[src/rtl/knn_topk_ctrl.sv]
// K-nearest-neighbour list controller: keeps the K smallest (distance, label)
// candidates of one test point sorted by one-compare-per-cycle insertion.
module knn_topk_ctrl #(
    parameter int unsigned K       = 4,
    parameter int unsigned DIST_W  = 32,
    parameter int unsigned LABEL_W = 8,
    parameter int unsigned CNT_W   = 16,
    parameter int unsigned IDX_W   = (K > 1) ? $clog2(K) : 1
) (
    input  logic               clk,
    input  logic               rst,
    input  logic               start,
    input  logic [CNT_W-1:0]   n_points,
    input  logic               in_valid,
    output logic               in_ready,
    input  logic [DIST_W-1:0]  in_dist,
    input  logic [LABEL_W-1:0] in_label,
    output logic               busy,
    output logic               done,
    output logic [IDX_W:0]     n_fill,
    input  logic [IDX_W-1:0]   rd_idx,
    output logic [DIST_W-1:0]  rd_dist,
    output logic [LABEL_W-1:0] rd_label,
    output logic               rd_occ
);

    localparam logic [IDX_W-1:0] P_LAST   = IDX_W'(K - 1);
    localparam logic [IDX_W:0]   FILL_MAX = (IDX_W + 1)'(K);

    typedef enum logic [1:0] {
        S_IDLE = 2'd0,
        S_WAIT = 2'd1,
        S_SCAN = 2'd2,
        S_DONE = 2'd3
    } state_t;

    state_t               r_state;
    state_t               w_state_nxt;

    logic [DIST_W-1:0]    r_dist  [K];
    logic [LABEL_W-1:0]   r_label [K];
    logic                 r_occ   [K];

    logic [DIST_W-1:0]    r_hold_dist;
    logic [LABEL_W-1:0]   r_hold_label;
    logic [IDX_W-1:0]     r_p;
    logic [CNT_W-1:0]     r_cnt;
    logic [CNT_W-1:0]     r_rem;
    logic [IDX_W:0]       r_fill;

    logic [IDX_W-1:0]     w_p1;
    logic                 w_less;
    logic                 w_accept;
    logic                 w_shift;
    logic                 w_ins_here;
    logic                 w_ins_next;
    logic                 w_dec;
    logic                 w_end;
    logic                 w_fill_inc;

    assign w_p1   = r_p + IDX_W'(1);
    // Unoccupied entries compare as +infinity; strict less keeps ties stable.
    assign w_less = !r_occ[r_p] || (r_hold_dist < r_dist[r_p]);

    // Next-state and per-cycle datapath strobes
    always_comb begin
        w_state_nxt = r_state;
        w_accept    = 1'b0;
        w_shift     = 1'b0;
        w_ins_here  = 1'b0;
        w_ins_next  = 1'b0;
        w_dec       = 1'b0;
        w_end       = 1'b0;
        w_fill_inc  = 1'b0;

        case (r_state)
            S_WAIT: begin
                if (in_valid) begin
                    w_accept    = 1'b1;
                    w_state_nxt = S_SCAN;
                end
            end
            S_SCAN: begin
                if (w_less) begin
                    w_shift = (r_p != P_LAST);
                    if (r_p == '0) begin
                        w_ins_here = 1'b1;
                        w_end      = 1'b1;
                    end else begin
                        w_dec = 1'b1;
                    end
                end else begin
                    w_ins_next = (r_p != P_LAST);
                    w_end      = 1'b1;
                end
                if (w_end) begin
                    w_state_nxt = (r_cnt == r_rem) ? S_DONE : S_WAIT;
                end
            end
            default: ;
        endcase

        w_fill_inc = (w_shift && r_occ[r_p] && !r_occ[w_p1]) ||
                     (w_ins_here && !r_occ[r_p]) ||
                     (w_ins_next && !r_occ[w_p1]);

        if (start) begin
            w_state_nxt = (n_points == '0) ? S_DONE : S_WAIT;
        end
    end

    // State register, list storage and counters
    always_ff @(posedge clk) begin
        if (!rst) begin
            r_state      <= S_IDLE;
            r_hold_dist  <= '0;
            r_hold_label <= '0;
            r_p          <= '0;
            r_cnt        <= '0;
            r_rem        <= '0;
            r_fill       <= '0;
            for (int i = 0; i < int'(K); i++) begin
                r_dist[i]  <= '0;
                r_label[i] <= '0;
                r_occ[i]   <= 1'b0;
            end
        end else if (start) begin
            r_state <= w_state_nxt;
            r_cnt   <= '0;
            r_rem   <= n_points;
            r_fill  <= '0;
            for (int i = 0; i < int'(K); i++) begin
                r_dist[i]  <= '0;
                r_label[i] <= '0;
                r_occ[i]   <= 1'b0;
            end
        end else begin
            r_state <= w_state_nxt;
            if (w_accept) begin
                r_hold_dist  <= in_dist;
                r_hold_label <= in_label;
                r_p          <= P_LAST;
                r_cnt        <= r_cnt + CNT_W'(1);
            end
            if (w_dec) begin
                r_p <= r_p - IDX_W'(1);
            end
            if (w_shift) begin
                r_dist[w_p1]  <= r_dist[r_p];
                r_label[w_p1] <= r_label[r_p];
                r_occ[w_p1]   <= r_occ[r_p];
            end
            if (w_ins_here) begin
                r_dist[r_p]  <= r_hold_dist;
                r_label[r_p] <= r_hold_label;
                r_occ[r_p]   <= 1'b1;
            end
            if (w_ins_next) begin
                r_dist[w_p1]  <= r_hold_dist;
                r_label[w_p1] <= r_hold_label;
                r_occ[w_p1]   <= 1'b1;
            end
            if (w_fill_inc && (r_fill < FILL_MAX)) begin
                r_fill <= r_fill + (IDX_W + 1)'(1);
            end
        end
    end

    assign in_ready = (r_state == S_WAIT);
    assign busy     = (r_state == S_WAIT) || (r_state == S_SCAN);
    assign done     = (r_state == S_DONE);
    assign n_fill   = r_fill;

    // Read port, usable in every state
    always_comb begin
        rd_dist  = '0;
        rd_label = '0;
        rd_occ   = 1'b0;
        if ({1'b0, rd_idx} < FILL_MAX) begin
            rd_dist  = r_dist[rd_idx];
            rd_label = r_label[rd_idx];
            rd_occ   = r_occ[rd_idx];
        end
    end

endmodule

[config.mk]
export PLATFORM = sky130hd
export DESIGN_NAME = knn_topk_ctrl
export DESIGN_NICKNAME = d
export VERILOG_FILES = /design/src/rtl/knn_topk_ctrl.sv
export SDC_FILE = /design/constraint.sdc
export NUM_CORES = 1
export LEC_CHECK = 0
export ABC_AREA = 1
export BUFFER_PORTS_ARGS = -buffer_cell sky130_fd_sc_hd__buf_2
export CAP_MARGIN = 25
export CELL_PAD_IN_SITES_DETAIL_PLACEMENT = 1
export CELL_PAD_IN_SITES_GLOBAL_PLACEMENT = 2
export CORE_ASPECT_RATIO = 1.1
export CORE_MARGIN = 2
export CORE_UTILIZATION = 40
export CTS_BUF_LIST = sky130_fd_sc_hd__clkbuf_2
export CTS_CLUSTER_DIAMETER = 200
export DETAILED_ROUTE_END_ITERATION = 16
export GPL_TIMING_DRIVEN = 0
export PLACE_DENSITY_LB_ADDON = 0.12
export SYNTH_ARGS = -nofsm -noshare
export SYNTH_HDL_FRONTEND = slang
export SYNTH_SLANG_ARGS = --single-unit
[constraint.sdc]
create_clock -name clk -period 13.4 [get_ports clk]
set_input_delay 2.01 -clock clk [delete_from_list [all_inputs] [get_ports clk]]
set_output_delay 2.01 -clock clk [all_outputs]
set_load 0.05 [all_outputs]
# == After elaboration in Yosys (flattened, before gate mapping) ==
# Memory sizes are Yosys's and may differ from the RTL's. A register that Yosys moved wholly into a read port is not among the register bits.
# Index checks and enable logic that the tools add are counted.
# Widths: inputs -> output; s select.
# classes
eq_ne,7
bitwise_logic,17
reduce_logical,25
muxes,77
addsub,4
magnitude_cmp,2
# op_table
op,n
$mux 32,7
$reduce_or 32->1,2
$mux 8,7
$mux 1,43
$mux 2,19
$lt 32x32->1,1
$add 16x1->16 const B,1
$eq 16x16->1,1
$logic_not 16->1,1
$reduce_or 8->1,2
$or 1x1->1,15
$logic_and 1x1->1,5
$eq 2x2->1 const B,2
$logic_or 1x1->1,4
$pmux 2 s2,1
$reduce_and 2->1,2
$add 3x1->3 const B,1
$lt 3x3->1 const B,1
$ne 3x2->1 const B,1
$ne 3x3->1 const B,1
$reduce_and 3->1,1
$reduce_bool 3->1,1
$add 2x1->2 const B,1
$eq 2x1->1 const B,1
8 further kinds,11
# totals
output_inout_bits,47
reg_bits,79
n_memories,3
mem_bits_rw,164
# mem_list
memory,words,width,read_ports,rd_ports_with_merged_regs,write_ports,line_no,text
r_dist,4,32,2,1,4,40,logic [DIST_W-1:0] r_dist [K];
r_label,4,8,2,1,4,41,logic [LABEL_W-1:0] r_label [K];
r_occ,4,1,3,1,4,42,logic r_occ [K];

# == Logic depth before layout (Yosys ltp) ==
# logic_depth
word_depth,11
ltp_mapped,25
depth_no_buf,21

# == Worst setup path before layout ==
# Ideal clock, no wire load.
# synth_timing
path_kind,input port to output port
startpoint,input port rd_idx[0]
endpoint,output port rd_occ
arrival_time_ps,3680
slack_ps,7710
cell_stages,5
t_required_ps,11390
path_cell_list,clkbuf_1 -> inv_1 -> clkbuf_1 -> o21ai_0 -> o21ai_0
# synth_between
elab_chain_cells,1
# synth_lines
item,line_no,text
"start, declared",21,"input logic [IDX_W-1:0] rd_idx,"
$mem_v2 4x1,-,
"end, declared",24,output logic rd_occ
# Every way passes these cells.

# == Worst setup path in the final report ==
# layout_timing
startpoint,input port rd_idx[0]
endpoint,output port rd_dist[28]
# layout_between
elab_chain_cells,1
# layout_lines
item,line_no,text
$mem_v2 4x32,-,
"end, declared",22,"output logic [DIST_W-1:0] rd_dist,"
# Every way passes these cells.

==> flow_summary.toml <==
[run_status]
status = "finished clean"

[worst_setup_path]
worst_setup_path_end_kind = "primary output"
cp-start-kind = "input pin"
crit_start = "rd_idx[0]"
endpoint = "rd_dist[28]"
r2r_cells = 23
crit_fanout = 10
r2r_slack_ps = 7360
critPathKind = "in2out"
required_ps = 11390
r2r-end = "r_dist[2][20]"
arrival_ps = 4340

[detailed_routing]
vias = 14500
drcViolationCount = 0
first_pass_iters = 5
viasPerCell = 5.90
totalWireLength_um = 59000
ant_nets = 0
initialDrtViolationCount = 1224
wire_per_inst_um = 24.1

[placed_design]
dpl.hpwl_um = 39500
gp_congestion = 0.881
io_buffers = 107
dpl_worst_slack_ps = 7140
dp_cells = 2323

[cts]
htreeDepth = 3
hold_buffers = 0
cts_root_buf = "clkbuf_2"
cts_buffers = 68
cts.sinks = 245
post_cts_resized = 0
insertion_delay_ps = 970
cts_tree = "done"
post_cts_buffers = 0
clkTransAtPathRegs_ps = 90
clockBufferDepth = 3

[floorplanning]
die_y_um = 201
pin_count = 109
core_area_mm2 = 0.0350
die-area_mm2 = 0.0368
row_count = 72
start_util_pct = 40.4
fp.dieW_um = 183

[cells_and_area]
layout.cells.non_filler = 2453
final_nets = 2054
fin_util_pct = 45.5
drive_above_1_share_pct = 15.3
syn_to_final_growth_pct = 12.7

[global_routing]
grt_pass1_wl_um = 87900
grt.overflow.total = 0
grt_use_total_pct = 31.9
grt_pass1_vias = 14700
antenna_found_initial = 2
grt_max_degree = 41

[job]
drv_cap = 0

[synth]
syn_area_mm2 = 0.0141
ys_seq_area_share_pct = 46.1
syn-instance-count = 1771
ys_seq_elements = 245
synth-edff-count = 160
yosysWarnings = 0
syn_nets = 1876
synth-async-reset-ratio_pct = 0
avgSynthCellArea_um2 = 7.97
synth.distinct_cells = 39
synth_flop_cell = "edfxtp_1"

[sta]
rsz0062_at_grt = "no"
fin_skew_ps = 104
slew_violations = 0
fmax_mhz = 157
slew_headroom_pct = 33.1
final_hold_viol_count = 0
finalSetupViolCount = 0
worst_pin_slew_ps = 1000
worst_slack_ps = 7050
fin_crit_ps = 6350
fin_tns_setup_ps = 0
whs_ps = 477
post-route-period-util_pct = 47.4

[power_and_ir_drop]
leakagePower_nw = 6.58
powerDensity_mw_per_mm2 = 110
ir_drop_uv = 57.3

[hold_path]
hold_class = "reg2reg"
stage by stage:
stage               instance area [um2]  power (mW)
floorplan                         14100        1.07
global placement                  15200        1.18
detailed placement                15300        1.18
CTS                               15900        1.75
global route                      15900        1.82
finish                            15900        1.75
cells by family (layout without fill, tap and decap cells):
logic type / Yosys count / after routing / share of synthesized area, %
compound gates: 431 / 431 / 18.1
simple gates: 783 / 783 / 23.9
other cells: 0 / 5 / 0
xor+xnor: 5 / 5 / 0.310
buf+inv: 264 / 497 / 7.80
fa+ha+maj: 43 / 43 / 3.81
flops: 245 / 245 / 46.1
synth_stat cells (all sizes together) (5+ instances only):
library cell	count	area share, %
nand2	359	9.6
o21ai	212	8.5
nand3	181	6.5
nor2	170	4.6
edfxtp	160	34
inv	130	3.5
a21oi	121	4.3
dfxtp	85	12
clkbuf	83	2.2
buf	51	2.1
nand4	50	2.2
o22ai	48	2.1
ha	43	3.8
a32oi	32	2.0
nor3	12	0.43
o211ai	8	0.43
nor4	5	0.22
o2111ai	5	0.31
xnor2	5	0.31
report_power, final:
| part | internal (mW) | switching (mW) | leakage [nW] |
|---|---|---|---|
| Clock | 0.214 | 0.361 | 0.484 |
| Sequential | 0.836 | 0.0234 | 2.48 |
| Combinational | 0.0796 | 0.232 | 3.62 |
metal layers:
layer	track usage (%)	share of wire, %
met1	40.7	41
met3	5.10	6.9
met5	0	0
met4	12.0	3.0
met2	54.5	49
state kept, by name (all words and copies together) (netlist names), named ones only:
register and flops:
r_label 32, r_p 2, r_occ 4, n_fill 3, r_dist 128, r_cnt 16
r_hold_label 8, r_hold_dist 32, r_rem 16, r_state 2
area by class of cell:
cell class / instances / area [um2]
plain buffers: 134 / 609
inverters: 130 / 490
clock buffers: 95 / 475
multi-input cells: 1262 / 6540
clock inverters: 30 / 149
fillers: 4399 / 19100
diodes: 5 / 12.5
well taps: 444 / 556
repair buffers: 108 / 556
flip-flops and latches: 245 / 6510
worst max-delay path: stages:
cell and delay [ps]:
clkbuf_1 250, inv_1 140, clkbuf_1 500, buf_1 690, nor2_1 90, o22ai_1 310
buf_2 330
cell usage in the layout (no fill, tap or decap), types with 10 or more instances in the layout:
cell | synthesis | routed
nand2_1 | 357 | 356
nand3_1 | 180 | 177
o21ai_0 | 174 | 174
nor2_1 | 169 | 169
edfxtp_1 | 160 | 160
buf_2 | 19 | 126
inv_1 | 125 | 125
a21oi_1 | 120 | 120
clkbuf_2 | 0 | 95
dfxtp_1 | 85 | 85
clkbuf_1 | 83 | 83
nand4_1 | 50 | 50
o22ai_1 | 48 | 48
ha_1 | 43 | 43
o21ai_2 | 38 | 38
a32oi_1 | 31 | 31
clkinv_1 | 0 | 17
buf_1 | 16 | 16
nor3_1 | 12 | 12
buf_4 | 10 | 10
worst min-delay path by stage:
| stage | slack (ps) | endpoint | start | cells past startpoint |
|---|---|---|---|---|
| 2_1_floorplan | 440 | r_rem[15] | r_rem[15] | 2 |
| 3_3_place_gp | 450 | r_rem[15] | r_rem[15] | 2 |
| 3_5_place_dp | 470 | r_rem[15] | r_rem[15] | 2 |
| 4_1_cts | 480 | r_rem[15] | r_rem[15] | 2 |
| 5_1_grt | 510 | r_rem[15] | r_rem[15] | 2 |
| 6_report | 480 | r_rem[15] | r_rem[15] | 2 |
No activity file was read; power rests on OpenSTA's default activity.
